===== src/rtl/axis_forwarder_pkg.sv =====
// Shared widths, read latency, output FIFO depth and FSM encoding for the forwarder.
// Latency: n/a (compile-time constants and helpers only).
// Backpressure: n/a.
package axis_forwarder_pkg;

    // Forwarder FSM encoding
    typedef enum logic [1:0] {
        ST_IDLE  = 2'd0,
        ST_READ  = 2'd1,
        ST_DRAIN = 2'd2,
        ST_DONE  = 2'd3
    } fwd_state_e;

    // Memory word width in bits: bytes per word times eight
    function automatic int calc_dw(input int pbaw, input int sfaw);
        return 1 << (3 + pbaw - sfaw);
    endfunction

    // Packet length width: one extra bit so a full buffer length is representable
    function automatic int calc_lw(input int sfaw);
        return sfaw + 1;
    endfunction

    // Packet memory read latency in cycles
    function automatic int calc_lat(input int pessimistic);
        return (pessimistic != 0) ? 2 : 1;
    endfunction

    // Output FIFO depth: enough credits to cover the read latency plus the registered output
    function automatic int calc_fifo_depth(input int pessimistic);
        return calc_lat(pessimistic) + 2;
    endfunction

endpackage


===== src/rtl/axis_forwarder_if.sv =====
// AXI-Stream bundle carrying forwarded packet words out of the block.
// Latency: n/a (wiring only).
// Backpressure: tready from the slave side stalls the master.
interface axis_forwarder_if #(
    parameter int DW = 64
);
    logic [DW-1:0] tdata;
    logic          tvalid;
    logic          tready;
    logic          tlast;

    modport master (
        output tdata,
        output tvalid,
        output tlast,
        input  tready
    );

    modport slave (
        input  tdata,
        input  tvalid,
        input  tlast,
        output tready
    );
endinterface


===== src/rtl/axis_forwarder_fifo.sv =====
// Small synchronous FIFO with registered storage feeding the stream output directly.
// Latency: a word pushed in cycle N is visible at the output in cycle N+1.
// Backpressure: rd_rdy_i low holds the head word; writer must respect cnt_o (push when full is illegal).
module fwd_out_fifo #(
    parameter  int DEPTH = 3,
    parameter  int WIDTH = 65,
    localparam int CW    = $clog2(DEPTH + 1),
    localparam int PW    = (DEPTH > 1) ? $clog2(DEPTH) : 1
) (
    input  logic             clk,
    input  logic             rst_n,
    input  logic             wr_vld_i,
    input  logic [WIDTH-1:0] wr_dat_i,
    input  logic             rd_rdy_i,
    output logic             rd_vld_o,
    output logic [WIDTH-1:0] rd_dat_o,
    output logic [CW-1:0]    cnt_o
);

    logic [WIDTH-1:0] mem_q [DEPTH];
    logic [PW-1:0]    wr_ptr_q, wr_ptr_d;
    logic [PW-1:0]    rd_ptr_q, rd_ptr_d;
    logic [CW-1:0]    cnt_q, cnt_d;
    logic             wr_en, rd_en;

    function automatic logic [PW-1:0] ptr_inc(input logic [PW-1:0] p);
        return (p == PW'(DEPTH - 1)) ? '0 : p + PW'(1);
    endfunction

    assign rd_vld_o = (cnt_q != '0);
    assign rd_en    = rd_vld_o & rd_rdy_i;
    assign wr_en    = wr_vld_i;
    assign cnt_o    = cnt_q;
    // Empty FIFO presents zeros so the stream outputs are clean when idle or in reset
    assign rd_dat_o = rd_vld_o ? mem_q[rd_ptr_q] : '0;

    // Pointer and occupancy next-state
    always_comb begin
        wr_ptr_d = wr_ptr_q;
        rd_ptr_d = rd_ptr_q;
        cnt_d    = cnt_q;
        if (wr_en) begin
            wr_ptr_d = ptr_inc(wr_ptr_q);
        end
        if (rd_en) begin
            rd_ptr_d = ptr_inc(rd_ptr_q);
        end
        case ({wr_en, rd_en})
            2'b10:   cnt_d = cnt_q + CW'(1);
            2'b01:   cnt_d = cnt_q - CW'(1);
            default: cnt_d = cnt_q;
        endcase
    end

    // Pointer and occupancy registers
    always_ff @(posedge clk or negedge rst_n) begin
        if (!rst_n) begin
            wr_ptr_q <= '0;
            rd_ptr_q <= '0;
            cnt_q    <= '0;
        end else begin
            wr_ptr_q <= wr_ptr_d;
            rd_ptr_q <= rd_ptr_d;
            cnt_q    <= cnt_d;
        end
    end

    // Storage write; contents need no reset because occupancy gates the output
    always_ff @(posedge clk) begin
        if (wr_en) begin
            mem_q[wr_ptr_q] <= wr_dat_i;
        end
    end

    // A push into a full FIFO is only legal when the head leaves in the same cycle
    a_no_overflow: assert property (@(posedge clk) disable iff (!rst_n)
        wr_vld_i |-> ((cnt_q < CW'(DEPTH)) || rd_en));

endmodule


===== src/rtl/axis_forwarder.sv =====
// Streams a dispatched packet buffer out of packet memory as an AXI-Stream master, then releases it.
// Latency: first beat L+2 cycles after ready_for_forwarder is sampled; 1 beat/cycle sustained.
// Backpressure: reads are credit-limited to the output FIFO depth, so tready stalls never lose data.
module axis_forwarder
    import axis_forwarder_pkg::*;
#(
    parameter  int PACKET_BYTE_ADDR_WIDTH = 12,
    parameter  int SNOOP_FWD_ADDR_WIDTH   = 9,
    parameter  int PESSIMISTIC            = 0,
    localparam int DW = calc_dw(PACKET_BYTE_ADDR_WIDTH, SNOOP_FWD_ADDR_WIDTH),
    localparam int LW = calc_lw(SNOOP_FWD_ADDR_WIDTH)
) (
    input  logic                            clk,
    input  logic                            rst_n,
    input  logic                            ready_for_forwarder,
    input  logic [LW-1:0]                   len_to_forwarder,
    output logic [SNOOP_FWD_ADDR_WIDTH-1:0] forwarder_rd_addr,
    output logic                            forwarder_rd_en,
    input  logic [DW-1:0]                   forwarder_rd_data,
    output logic                            forwarder_done,
    axis_forwarder_if.master                m_axis
);

    localparam int L          = calc_lat(PESSIMISTIC);
    localparam int FIFO_DEPTH = calc_fifo_depth(PESSIMISTIC);
    localparam int CW         = $clog2(FIFO_DEPTH + 1);

    localparam logic [LW-1:0] MAX_LEN = {1'b1, {SNOOP_FWD_ADDR_WIDTH{1'b0}}};
    localparam logic [LW-1:0] ONE     = {{(LW-1){1'b0}}, 1'b1};
    localparam logic [CW:0]   CREDITS = (CW+1)'(FIFO_DEPTH);

    typedef struct packed {
        logic          last;
        logic [DW-1:0] dat;
    } beat_t;

    fwd_state_e    state_q, state_d;
    logic [LW-1:0] len_q, len_d;
    logic [LW-1:0] rd_cnt_q, rd_cnt_d;
    logic [CW-1:0] inflight_q, inflight_d;
    logic [L-1:0]  vld_pipe_q, vld_pipe_d;
    logic [L-1:0]  tag_pipe_q, tag_pipe_d;
    logic          last_seen_q, last_seen_d;

    logic [LW-1:0] len_clamped;
    logic [CW-1:0] fifo_cnt;
    logic          credit_ok;
    logic          issue;
    logic          issue_last;
    logic          ret;
    logic          out_vld;
    logic          pop;
    logic          last_hs;
    logic          fifo_will_empty;
    beat_t         push_beat;
    beat_t         pop_beat;

    // A buffer never holds more than 2^SNOOP_FWD_ADDR_WIDTH words, so longer lengths are clamped
    assign len_clamped = (len_to_forwarder > MAX_LEN) ? MAX_LEN : len_to_forwarder;

    // Issue only while FIFO occupancy plus reads in flight leaves a free slot for the return
    assign credit_ok  = ({1'b0, fifo_cnt} + {1'b0, inflight_q}) < CREDITS;
    assign issue      = (state_q == ST_READ) && credit_ok && (rd_cnt_q < len_q);
    assign issue_last = (rd_cnt_q == (len_q - ONE));
    assign ret        = vld_pipe_q[L-1];

    assign push_beat.last = tag_pipe_q[L-1];
    assign push_beat.dat  = forwarder_rd_data;

    assign pop             = out_vld & m_axis.tready;
    assign last_hs         = pop & pop_beat.last;
    assign fifo_will_empty = (fifo_cnt == '0) || ((fifo_cnt == CW'(1)) && pop);

    assign forwarder_rd_en   = issue;
    assign forwarder_rd_addr = issue ? rd_cnt_q[SNOOP_FWD_ADDR_WIDTH-1:0] : '0;
    assign forwarder_done    = (state_q == ST_DONE);

    assign m_axis.tvalid = out_vld;
    assign m_axis.tdata  = pop_beat.dat;
    assign m_axis.tlast  = pop_beat.last;

    // FSM next-state: latch length, issue reads, wait for the last beat, pulse done
    always_comb begin
        state_d     = state_q;
        len_d       = len_q;
        rd_cnt_d    = rd_cnt_q;
        last_seen_d = last_seen_q;
        if (last_hs) begin
            last_seen_d = 1'b1;
        end
        case (state_q)
            ST_IDLE: begin
                if (ready_for_forwarder) begin
                    len_d       = len_clamped;
                    rd_cnt_d    = '0;
                    last_seen_d = 1'b0;
                    state_d     = (len_clamped == '0) ? ST_DONE : ST_READ;
                end
            end
            ST_READ: begin
                if (issue) begin
                    rd_cnt_d = rd_cnt_q + ONE;
                    if ((rd_cnt_q + ONE) == len_q) begin
                        state_d = ST_DRAIN;
                    end
                end
            end
            ST_DRAIN: begin
                // Leave on the tlast handshake itself so done follows it by one cycle
                if ((inflight_q == '0) && fifo_will_empty && (last_seen_q || last_hs)) begin
                    state_d = ST_DONE;
                end
            end
            ST_DONE: begin
                state_d = ST_IDLE;
            end
            default: begin
                state_d = ST_IDLE;
            end
        endcase
    end

    // Read tag pipe and in-flight count: valid/tlast travel alongside the memory latency
    always_comb begin
        vld_pipe_d    = '0;
        tag_pipe_d    = '0;
        vld_pipe_d[0] = issue;
        tag_pipe_d[0] = issue & issue_last;
        for (int i = 1; i < L; i++) begin
            vld_pipe_d[i] = vld_pipe_q[i-1];
            tag_pipe_d[i] = tag_pipe_q[i-1];
        end
        case ({issue, ret})
            2'b10:   inflight_d = inflight_q + CW'(1);
            2'b01:   inflight_d = inflight_q - CW'(1);
            default: inflight_d = inflight_q;
        endcase
    end

    // State, counters and tag pipe registers; reset discards any reads in flight
    always_ff @(posedge clk or negedge rst_n) begin
        if (!rst_n) begin
            state_q     <= ST_IDLE;
            len_q       <= '0;
            rd_cnt_q    <= '0;
            inflight_q  <= '0;
            vld_pipe_q  <= '0;
            tag_pipe_q  <= '0;
            last_seen_q <= 1'b0;
        end else begin
            state_q     <= state_d;
            len_q       <= len_d;
            rd_cnt_q    <= rd_cnt_d;
            inflight_q  <= inflight_d;
            vld_pipe_q  <= vld_pipe_d;
            tag_pipe_q  <= tag_pipe_d;
            last_seen_q <= last_seen_d;
        end
    end

    fwd_out_fifo #(
        .DEPTH (FIFO_DEPTH),
        .WIDTH ($bits(beat_t))
    ) u_out_fifo (
        .clk      (clk),
        .rst_n    (rst_n),
        .wr_vld_i (ret),
        .wr_dat_i (push_beat),
        .rd_rdy_i (m_axis.tready),
        .rd_vld_o (out_vld),
        .rd_dat_o (pop_beat),
        .cnt_o    (fifo_cnt)
    );

endmodule


===== src/flat_wrapper.sv =====
// flat-port wrapper written by rule: the top's interface ports become plain ports
module axis_forwarder_flat import axis_forwarder_pkg::*;
#(
    parameter  int PACKET_BYTE_ADDR_WIDTH = 12,
    parameter  int SNOOP_FWD_ADDR_WIDTH   = 9,
    parameter  int PESSIMISTIC            = 0,
    localparam int DW = calc_dw(PACKET_BYTE_ADDR_WIDTH, SNOOP_FWD_ADDR_WIDTH),
    localparam int LW = calc_lw(SNOOP_FWD_ADDR_WIDTH)
)
  (clk, rst_n, ready_for_forwarder, len_to_forwarder, forwarder_rd_addr, forwarder_rd_en, forwarder_rd_data, forwarder_done, m_axis_tdata, m_axis_tvalid, m_axis_tlast, m_axis_tready);
  axis_forwarder_if #(.DW((64))) m_axis_i ();
  input  logic clk;
  input  logic rst_n;
  input  logic ready_for_forwarder;
  input  logic [LW-1:0] len_to_forwarder;
  output logic [SNOOP_FWD_ADDR_WIDTH-1:0] forwarder_rd_addr;
  output logic forwarder_rd_en;
  input  logic [DW-1:0] forwarder_rd_data;
  output logic forwarder_done;
  output wire logic [$bits(m_axis_i.tdata)-1:0] m_axis_tdata;
  output wire logic [$bits(m_axis_i.tvalid)-1:0] m_axis_tvalid;
  output wire logic [$bits(m_axis_i.tlast)-1:0] m_axis_tlast;
  input wire logic [$bits(m_axis_i.tready)-1:0] m_axis_tready;
  assign m_axis_tdata = m_axis_i.tdata;
  assign m_axis_tvalid = m_axis_i.tvalid;
  assign m_axis_tlast = m_axis_i.tlast;
  assign m_axis_i.tready = m_axis_tready;
  axis_forwarder #(.PACKET_BYTE_ADDR_WIDTH(PACKET_BYTE_ADDR_WIDTH), .SNOOP_FWD_ADDR_WIDTH(SNOOP_FWD_ADDR_WIDTH), .PESSIMISTIC(PESSIMISTIC)) u_core (.clk(clk), .rst_n(rst_n), .ready_for_forwarder(ready_for_forwarder), .len_to_forwarder(len_to_forwarder), .forwarder_rd_addr(forwarder_rd_addr), .forwarder_rd_en(forwarder_rd_en), .forwarder_rd_data(forwarder_rd_data), .forwarder_done(forwarder_done), .m_axis(m_axis_i));
endmodule

===== config.mk =====
export PLATFORM = sky130hd
export DESIGN_NAME = axis_forwarder_flat
export DESIGN_NICKNAME = d
export VERILOG_FILES = /design/src/rtl/axis_forwarder_pkg.sv /design/src/rtl/axis_forwarder_if.sv /design/src/rtl/axis_forwarder_fifo.sv /design/src/rtl/axis_forwarder.sv /design/src/flat_wrapper.sv
export SDC_FILE = /design/constraint.sdc
export NUM_CORES = 1
export LEC_CHECK = 0
export BUFFER_PORTS_ARGS = -buffer_cell sky130_fd_sc_hd__buf_2
export CAP_MARGIN = 20
export CELL_PAD_IN_SITES_DETAIL_PLACEMENT = 0
export CELL_PAD_IN_SITES_GLOBAL_PLACEMENT = 2
export CORE_MARGIN = 5
export CORE_UTILIZATION = 42
export DETAILED_ROUTE_END_ITERATION = 7
export PLACE_DENSITY_LB_ADDON = 0.1
export SYNTH_ARGS = -nofsm -noshare
export SYNTH_HDL_FRONTEND = slang
export SYNTH_SLANG_ARGS = --single-unit

===== constraint.sdc =====
create_clock -name clk -period 14.52 [get_ports clk]
set_clock_uncertainty 0.2 [all_clocks]
set_input_delay 1.452 -clock clk [delete_from_list [all_inputs] [get_ports clk]]
set_output_delay 1.452 -clock clk [all_outputs]
set_load 0.02 [all_outputs]

==> metrics.txt <==
max incr delay on CP=420 ps; Die Width=165 µm; core area=0.0235 mm²; final hold vios=0; Final Max Slew Viols=0; leakage=4.70 nW; Mapped Cells=793; Sw Share=40.1%; post-route cell area=0.0119 mm²; CTS resizes=0; register area share after synthesis=66.2%; Chip Height=165 µm; Area after DPL=0.0112 mm²; Post-Route WL=22,600 µm; Psw=1.02 mW; TritonCTS clock tree=built; library cells used by synthesis=62; DRT iter0 DRCs=398; Overall Global Routing Usage=16.3%; initial antenna violation count=3; Skew-Pair Late Insertion Delay=500 ps; cell taking the most area after synthesis=edfxtp_1; slowest CP cell=dfrtp_1; number of H-tree levels=1; Seq cells post-synth=228; Sink Count=228; proportion of synthesized area in mux cells=7.37%; post-synthesis adder-cell area fraction=2.68%; Worst Setup End Kind=output pin; Mapped Area=0.0101 mm²; Area growth, synth to finish=18.1%; Pint=1.52 mW; Detailed Place HPWL=14,700 µm; total gr overflow=0; Final nets=1,037; Slew HR=35.1%; # rows=56; pin count of the biggest net entering global routing=68; Final Util=50.6%; Synth area leaders=edfxtp_1 (58%), dfrtp_1 (8.2%), mux2i_1 (7.1%); CP startpoint kind=flip-flop; Non-Filler Instances=1,275; Slew @ Worst Pin=973 ps; xor and xnor fraction of the mapped netlist area=1.74%; number of synthesized flops with an enable pin=195; net count after synthesis=892; ys async rst share=14.5%; Post-Synth Simple-Gate Area=10.7%; max frequency=220 MHz; WL per Instance=17.7 µm; combinational group share of total power=41.3%; fraction of layout cells with a size suffix above 1=22.0%; hold crit path type=reg2reg; Synth top cells by count=edfxtp_1 (195), nor2_1 (146), a21oi_1 (72), mux2i_1 (72), dfrtp_1 (33); Starting Density=42.9%; WS Path Type=reg2out; root buf cell=clkbuf_16; Cell Chain, Critical Path=inv_1 -> ha_1 -> inv_1 -> nor4_2 -> buf_4 -> nand2_1 -> inv_2 -> buf_2; # hold bufs at CTS=0; PD cells=213 mW/mm²; antenna cells=0; vias per cell=5.15; Ports=155; share of power burned in the clock network=22.8%; most common cell in the netlist=edfxtp_1; vias in the first global route=6,652; Tmin final=4540 ps; Port Buffers=154; Critical Path AT=2890 ps; Compound-Gate Fraction of Synth Area=8.46%; status=finished clean; CP most frequent cell=inv_1; # DRC=0; Final ANT Viol Nets=0; post-CTS setup repair buffer count=0; Clock Path Buffers=3; CP top delay family=buffers and inverters; total CTS buffers=24; final setup vio count=0; Critical Path RT=12,870 ps; warning count from the yosys run=0; max_cap viols=0; part of the power in registers=36.0%; top_reg_cell synth=edfxtp_1; Placer Congestion=0.877; flop2flop setup slack=11,440 ps; setup TNS=0 ps; total number of vias=6,561; Clock transition at path regs=60 ps; RSZ-0062 raised after global routing=no; first-pass GRT wire length=35,400 µm; die area=0.0272 mm²; largest family of logic cells by synthesized area=simple AND/OR/NAND/NOR gates; peak supply drop=0.106 mV; Detailed Routing Iterations Pass 1=5; Placed Cells=1,231; Tcrit/Tclk final=31.2%; buffer and inverter count on the worst path=5; Synth Area per Inst=12.7 µm²; CP Max Fanout=16; Synth top area share=58.0%
## worst paths after layout
path / startpoint / end / cells past startpoint
setup / recovery: u_core.state_q[1]$_DFFE_PN0P_ / forwarder_rd_en / 8
hold / removal: u_core.tag_pipe_q$_DFF_PN0_ / u_core.u_out_fifo.mem_q[2][64]$_DFFE_PP_ / 0
setup reg to reg: u_core.rd_cnt_q[3]$_DFFE_PN0P_ / u_core.rd_cnt_q[0]$_DFFE_PN0P_ / 8
hold reg to reg: u_core.tag_pipe_q$_DFF_PN0_ / u_core.u_out_fifo.mem_q[2][64]$_DFFE_PP_ / 0
max in group asynchronous: rst_n / u_core.u_out_fifo.rd_ptr_q[0]$_DFFE_PN0P_ / 1
min in group asynchronous: rst_n / u_core.rd_cnt_q[0]$_DFFE_PN0P_ / 1
## state kept, by name, summed over array words and instances, names as in the netlist, 2 cells and up
signal,flops
u_core.inflight_q,2
u_core.len_q,10
u_core.rd_cnt_q,10
u_core.state_q,2
u_core.u_out_fifo.cnt_o,2
u_core.u_out_fifo.mem_q,195
u_core.u_out_fifo.rd_ptr_q,2
u_core.u_out_fifo.wr_ptr_q,2
## routing by layer
layer  share of wire, %  routed length, µm  track usage [%]  vias to the layer above
met5               0.12                 28                0                        -
met4                1.4                307             3.25                        6
met3                6.6               1490             3.52                       25
met2                 49              11000             27.8                      182
met1                 43               9710             21.7                     3169
li1                   -                  -                -                     3179
## power groups by stage
| stage | registers, mW | logic [mW] | clock network, mW |
|---|---|---|---|
| floorplan | 0.865 | 0.795 | 0 |
| global placement | 0.923 | 1.05 | 0 |
| detailed placement | 0.928 | 1.06 | 0 |
| CTS | 0.915 | 1.06 | 0.594 |
| global route | 0.927 | 1.16 | 0.623 |
| finish | 0.913 | 1.05 | 0.577 |
## cell usage in the layout, fill, tap and decap left out, types with 3 or more instances in the layout
| master | netlist | final |
|---|---|---|
| nor2_1 | 146 | 145 |
| mux2i_1 | 72 | 72 |
| nand3_1 | 14 | 14 |
| clkinv_1 | 0 | 7 |
| a21o_1 | 4 | 4 |
| clkbuf_16 | 0 | 24 |
| ha_1 | 20 | 19 |
| nor3_1 | 7 | 6 |
| dfrtp_1 | 33 | 31 |
| inv_1 | 25 | 25 |
| a211oi_1 | 4 | 4 |
| clkbuf_1 | 28 | 8 |
| o2bb2ai_1 | 4 | 4 |
| xnor2_1 | 14 | 14 |
| and3_1 | 9 | 9 |
| edfxtp_1 | 195 | 195 |
| nand2_1 | 28 | 28 |
| a22o_1 | 3 | 3 |
| o22ai_1 | 3 | 3 |
| nor2b_1 | 3 | 3 |
| buf_2 | 4 | 154 |
| or3_1 | 3 | 3 |
| nand2b_1 | 11 | 11 |
| o21ai_0 | 23 | 23 |
| buf_4 | 2 | 7 |
| a21oi_1 | 72 | 72 |
| o211ai_1 | 4 | 4 |
| xor2_1 | 6 | 6 |
| nand4_1 | 4 | 4 |
## worst reg2reg max path: cells and delay by family, from the launching register on
kind | cells | cell delay (ps)
adders and majority gates | 1 | 400
AOI/OAI and AO/OA | 4 | 1270
buffers and inverters | 1 | 160
DFF | 1 | 550
and+or+nand+nor | 2 | 430
## cells by family (layout without fill, tap and decap cells)
group,after synthesis,count (layout)
buffers and inverters,70,233
DFF,228,228
muxes,74,74
xor gates and xnor gates,20,20
adders and majority gates,21,21
AOI/OAI and AO/OA,141,141
and+or+nand+nor,239,239
## through the flow
step / power, mW / hold WS, ps / worst slack, ps
floorplan: 1.66 / 238 / 8430
global placement: 1.97 / 255 / 10550
detailed placement: 1.99 / 275 / 10510
CTS: 2.57 / 284 / 9940
global route: 2.71 / 297 / 9700
finish: 2.54 / 277 / 9980
## final cells by class
cell class | instances | area (µm²)
inverter | 26 | 97.6
tap | 319 | 399
timing repair buffer | 163 | 846
multi-input combinational | 495 | 3150
sequential | 228 | 6690
clock buffer | 32 | 631
fill | 2144 | 11600
clock inverter | 12 | 113
(Power assumes the default switching activity.)
